### src/rtl/debug_trace_pipe.sv
// Debug trace pipeline: per-stage stall/flush shadow pipe whose
// last-stage retirements are queued in a trace FIFO with loss counting.
module debug_trace_pipe #(
    parameter int STAGES     = 3,
    parameter int PC_WIDTH   = 32,
    parameter int INST_WIDTH = 32,
    parameter int FIFO_DEPTH = 8,
    localparam int AW        = $clog2(FIFO_DEPTH),
    localparam int CW        = $clog2(FIFO_DEPTH) + 1
) (
    input  logic                  i_clock,
    input  logic                  i_reset,
    input  logic [STAGES-1:0]     i_stall,
    input  logic [STAGES-1:0]     i_flush,
    input  logic                  i_dbgValid,
    input  logic [31:0]           i_dbgTick,
    input  logic [INST_WIDTH-1:0] i_dbgInst,
    input  logic [PC_WIDTH-1:0]   i_dbgPC,
    output logic [STAGES-1:0]     o_stageValid,
    output logic [31:0]           o_dbgTick,
    output logic [INST_WIDTH-1:0] o_dbgInst,
    output logic [PC_WIDTH-1:0]   o_dbgPC,
    output logic                  o_trcValid,
    input  logic                  i_trcReady,
    output logic [31:0]           o_trcTick,
    output logic [INST_WIDTH-1:0] o_trcInst,
    output logic [PC_WIDTH-1:0]   o_trcPC,
    output logic [CW-1:0]         o_trcCount,
    output logic [15:0]           o_trcLost,
    input  logic                  i_trcClear
);

    logic                  r_valid [STAGES];
    logic [31:0]           r_tick  [STAGES];
    logic [INST_WIDTH-1:0] r_inst  [STAGES];
    logic [PC_WIDTH-1:0]   r_pc    [STAGES];

    logic                  w_upValid [STAGES];
    logic [31:0]           w_upTick  [STAGES];
    logic [INST_WIDTH-1:0] w_upInst  [STAGES];
    logic [PC_WIDTH-1:0]   w_upPC    [STAGES];

    always_comb begin
        w_upValid[0] = i_dbgValid;
        w_upTick[0]  = i_dbgTick;
        w_upInst[0]  = i_dbgInst;
        w_upPC[0]    = i_dbgPC;
        for (int k = 1; k < STAGES; k++) begin
            w_upValid[k] = r_valid[k-1];
            w_upTick[k]  = r_tick[k-1];
            w_upInst[k]  = r_inst[k-1];
            w_upPC[k]    = r_pc[k-1];
        end
    end

    // Stall outranks flush; a flushed bubble keeps the upstream tick.
    always_ff @(posedge i_clock) begin
        for (int k = 0; k < STAGES; k++) begin
            if (i_reset) begin
                r_valid[k] <= 1'b0;
                r_tick[k]  <= '0;
                r_inst[k]  <= '0;
                r_pc[k]    <= '0;
            end else if (i_stall[k]) begin
                r_valid[k] <= r_valid[k];
            end else if (i_flush[k]) begin
                r_valid[k] <= 1'b0;
                r_tick[k]  <= w_upTick[k];
                r_inst[k]  <= '0;
                r_pc[k]    <= '0;
            end else begin
                r_valid[k] <= w_upValid[k];
                r_tick[k]  <= w_upTick[k];
                r_inst[k]  <= w_upInst[k];
                r_pc[k]    <= w_upPC[k];
            end
        end
    end

    always_comb begin
        o_stageValid = '0;
        for (int k = 0; k < STAGES; k++) begin
            o_stageValid[k] = r_valid[k];
        end
    end

    assign o_dbgTick = r_tick[STAGES-1];
    assign o_dbgInst = r_inst[STAGES-1];
    assign o_dbgPC   = r_pc[STAGES-1];

    logic [31:0]           r_memTick [FIFO_DEPTH];
    logic [INST_WIDTH-1:0] r_memInst [FIFO_DEPTH];
    logic [PC_WIDTH-1:0]   r_memPC   [FIFO_DEPTH];
    logic [AW-1:0]         r_wrPtr;
    logic [AW-1:0]         r_rdPtr;
    logic [CW-1:0]         r_count;
    logic [15:0]           r_lost;

    logic w_retire;
    logic w_full;
    logic w_pop;
    logic w_push;
    logic w_drop;

    assign w_retire = r_valid[STAGES-1] & ~i_stall[STAGES-1];
    assign w_full   = (r_count == CW'(FIFO_DEPTH));
    assign w_pop    = (r_count != '0) & i_trcReady;
    assign w_push   = w_retire & (~w_full | w_pop);
    assign w_drop   = w_retire & w_full & ~w_pop;

    always_ff @(posedge i_clock) begin
        if (w_push && !i_reset) begin
            r_memTick[r_wrPtr] <= r_tick[STAGES-1];
            r_memInst[r_wrPtr] <= r_inst[STAGES-1];
            r_memPC[r_wrPtr]   <= r_pc[STAGES-1];
        end
    end

    always_ff @(posedge i_clock) begin
        if (i_reset) begin
            r_wrPtr <= '0;
            r_rdPtr <= '0;
            r_count <= '0;
            r_lost  <= '0;
        end else begin
            if (w_push) r_wrPtr <= AW'(r_wrPtr + 1'b1);
            if (w_pop)  r_rdPtr <= AW'(r_rdPtr + 1'b1);
            if (w_push && !w_pop)
                r_count <= r_count + CW'(1);
            else if (w_pop && !w_push)
                r_count <= r_count - CW'(1);
            if (i_trcClear)
                r_lost <= w_drop ? 16'd1 : 16'd0;
            else if (w_drop && r_lost != 16'hFFFF)
                r_lost <= r_lost + 16'd1;
        end
    end

    assign o_trcValid = (r_count != '0);
    assign o_trcTick  = r_memTick[r_rdPtr];
    assign o_trcInst  = r_memInst[r_rdPtr];
    assign o_trcPC    = r_memPC[r_rdPtr];
    assign o_trcCount = r_count;
    assign o_trcLost  = r_lost;

endmodule

### config.mk
export PLATFORM = sky130hd
export DESIGN_NAME = debug_trace_pipe
export DESIGN_NICKNAME = d
export VERILOG_FILES = /design/src/rtl/debug_trace_pipe.sv
export SDC_FILE = /design/constraint.sdc
export NUM_CORES = 1
export LEC_CHECK = 0
export ABC_CLOCK_PERIOD_IN_PS = 30500
export CAP_MARGIN = 15
export CORE_MARGIN = 2
export CORE_UTILIZATION = 60
export DETAILED_ROUTE_END_ITERATION = 16
export PLACE_DENSITY = 0.85
export SYNTH_ARGS = -nofsm -noshare
export SYNTH_HDL_FRONTEND = slang
export SYNTH_SLANG_ARGS = --single-unit
### constraint.sdc
create_clock -name i_clock -period 30.5 [get_ports i_clock]
set_input_delay 6.1 -clock i_clock [delete_from_list [all_inputs] [get_ports i_clock]]
set_output_delay 6.1 -clock i_clock [all_outputs]
set_load 0.01 [all_outputs]
==> metrics.yaml <==
synth_top_area_share_pct: 77.62
fin_setup_tns_ns: 0
antenna_left: 0
async_flop_share_pct: 0
grt_pass1_vias: 20890
cp_cell_sequence: "buf_4 -> buf_4 -> mux4_2 -> mux2_2 -> clkdlybuf4s50_1"
synth-warning-count: 0
slowest_stage: "dfxtp_4"
final_hold_viol_count: 0
wl_per_cell_um: 27.79
hp-class: "reg2reg"
ys_seq_area_share_pct: 79.04
syn_inst: 1910
fin_crit_ns: 10.93
grt_pass1_wl_um: 133200
place_congestion: 0.8077
post_cts_resized: 0
row_count: 95
routed-via-count: 20030
avgSynthCellArea_um2: 21.45
synth_edf_count: 1059
cts_made_buffers: 105
root_buffer: "clkbuf_16"
dieArea_um2: 70390
path_clk_slew_ns: 0.06
synth.top_cells.by_count: "edfxtp_1, and2_1, mux4_2"
slew_headroom_pct: 27.15
crit_fanout: 49
cts_tree: "done"
area_growth_pct: 18.82
cp.arrival_ns: 4.83
synthMostInstantiatedCell: "edfxtp_1"
fillers: 3605
start_util_pct: 60.79
dr.pass1.iters: 5
p_per_area_nw_per_um2: 72.91
drt-total-wl_um: 90110
multi_input_area_um2: 8275
synth_seq_cells: 1088
worstSetupPathType: "reg2out"
cts_buffer_depth: 3
outcome: "finished clean"
cts_setup_buffers: 0
fin_crit_sh_pct: 35.84
ir_worst_vdd_mv: 0.06023
design.core.area_um2: 67400
clk_latency_ns: 0.67
place_hpwl_um: 48760
fin_util_pct: 72.23
die_h_um: 265.3
cap_viol_max_count: 0
critPathMaxStageDelay_ns: 0.96
drc: 0
worst_pin_slew_ns: 1.093
yosys_most_used_dff: "edfxtp_1"
antenna_found_initial: 4
setup-violations-final: 0
holdWs_ns: 0.5085
synth_area_leaders: "edfxtp_1, mux4_2, and2_1"
track_usage_pct: 25.90
yosysTopAreaCell: "edfxtp_1"
cp-start-kind: "flip-flop"
die_x_um: 265.3
regArea_um2: 32390
synthDistinctLibCells: 49
synth.cell_area_um2: 40970
drt_iter0_drc: 1950
routed_via_density: 6.177
p_leak_nw: 16.08
rsz0062_at_grt: "no"
crit_path_frequent_cell: "buf_4"
ioPinCount: 323
max_freq_ghz: 0.09147
layout.nets: 2393
drive_above_1_share_pct: 21.07
overflow: 0
h-tree-depth: 3
port_buffers: 322
cp.required_ns: 24.40
grt_max_degree: 70
cts.sinks: 1088
critical_path.endpoint_type: "output port"
skew_ns: 0.02005
holdBufCountCts: 0
slew_violations: 0
==> power by group <==
part           total [mW]  internal, mW  switching, mW
combinational       0.539         0.311          0.228
clock                1.28         0.743          0.540
sequential           1.73          1.68         0.0528
==> logic make-up (layout without fill, tap and decap cells) <==
kind of cell	count (synthesis)	after routing	share of synthesized area [%]
xor+xnor	6	6	0.1283
mux	294	294	13.34
buf+inv	99	556	1.014
flops	1088	1088	79.04
other cells	1	3	0.009153
simple gates	374	374	5.571
compound gates	41	41	0.6627
fa+ha+maj	7	7	0.2321
==> worst max-delay path: cells and delay by family (launching register included) <==
| kind | cells | cell delay, ns |
|---|---|---|
| muxes | 2 | 0.94 |
| DFF | 1 | 0.96 |
| buffers and inverters | 3 | 2.21 |
==> final timing paths <==
path	from	endpoint	slack (ns)	depth (start not counted)
max reg2reg	o_trcCount[1]$_SDFFE_PP0P_	r_memTick[3][25]$_DFFE_PP_	26.87	6
min reg2reg	r_inst[1][27]$_SDFFCE_PN0P_	r_inst[2][27]$_SDFFCE_PN0P_	0.51	1
min	r_inst[1][27]$_SDFFCE_PN0P_	r_inst[2][27]$_SDFFCE_PN0P_	0.51	1
max	flip-flop	o_trcInst[24]	19.57	5
==> state kept, by name, summed over array words and instances (netlist names), named ones only <==
register    flops
r_memInst     256
r_tick         96
r_valid         3
r_pc           96
r_wrPtr         3
o_trcCount      4
r_rdPtr         3
r_inst         96
r_memTick     256
o_trcLost      16
r_memPC       256
==> per-layer routing <==
| layer | global-route usage, % | routed length (um) | up-vias |
|---|---|---|---|
| li1 | - | - | 8384 |
| met4 | 7.894 | 2142 | 0 |
| met2 | 42.83 | 45490 | 1009 |
| met5 | 0 | 0 | - |
| met3 | 4.869 | 7557 | 131 |
| met1 | 35.70 | 34920 | 10500 |
==> stage by stage <==
stage | power, mW | setup WS [ns] | std cells | instance area (um2)
3_5_place_dp | 2.299 | 20.02 | 3044 | 45240
4_1_cts | 3.575 | 19.31 | 3240 | 48650
6_report | 3.549 | 19.57 | 3242 | 48680
3_3_place_gp | 2.284 | 20.09 | 3044 | 45240
2_1_floorplan | 2.078 | 16.54 | 1911 | 40970
5_1_grt | 3.655 | 19.09 | 3241 | 48670
==> layout by cell type, fill, tap and decap left out, types with 3 or more instances in the layout <==
cell / count
mux4_2: 192
xor2_1: 5
nor2_1: 16
nor3_2: 6
nor2_2: 3
inv_1: 5
or4_1: 9
nand4_1: 5
clkinv_2: 21
inv_6: 6
clkinv_1: 19
or3_1: 6
nor2_4: 6
nand2b_1: 4
buf_4: 32
mux2i_1: 5
clkbuf_1: 27
bufinv_16: 12
dfxtp_4: 3
o31ai_1: 9
edfxtp_1: 1059
nand2_4: 3
nand3_1: 4
mux2_2: 97
clkbuf_16: 106
dfxtp_1: 26
nand2_1: 9
and2_1: 290
clkdlybuf4s50_1: 322
ha_1: 6
a21oi_1: 15
o21ai_0: 3
==> cell type report <==
cell class / count / share of cell area (%)
multi-input cells: 724 / 17.00
repair buffers: 355 / 7.172
clock buffers: 133 / 5.658
inverters: 5 / 0.03856
clock inverters: 63 / 1.337
flip-flops and latches: 1088 / 66.55
well taps: 873 / 2.244
diodes: 1 / 0.005141
(Power assumes the default switching activity.)
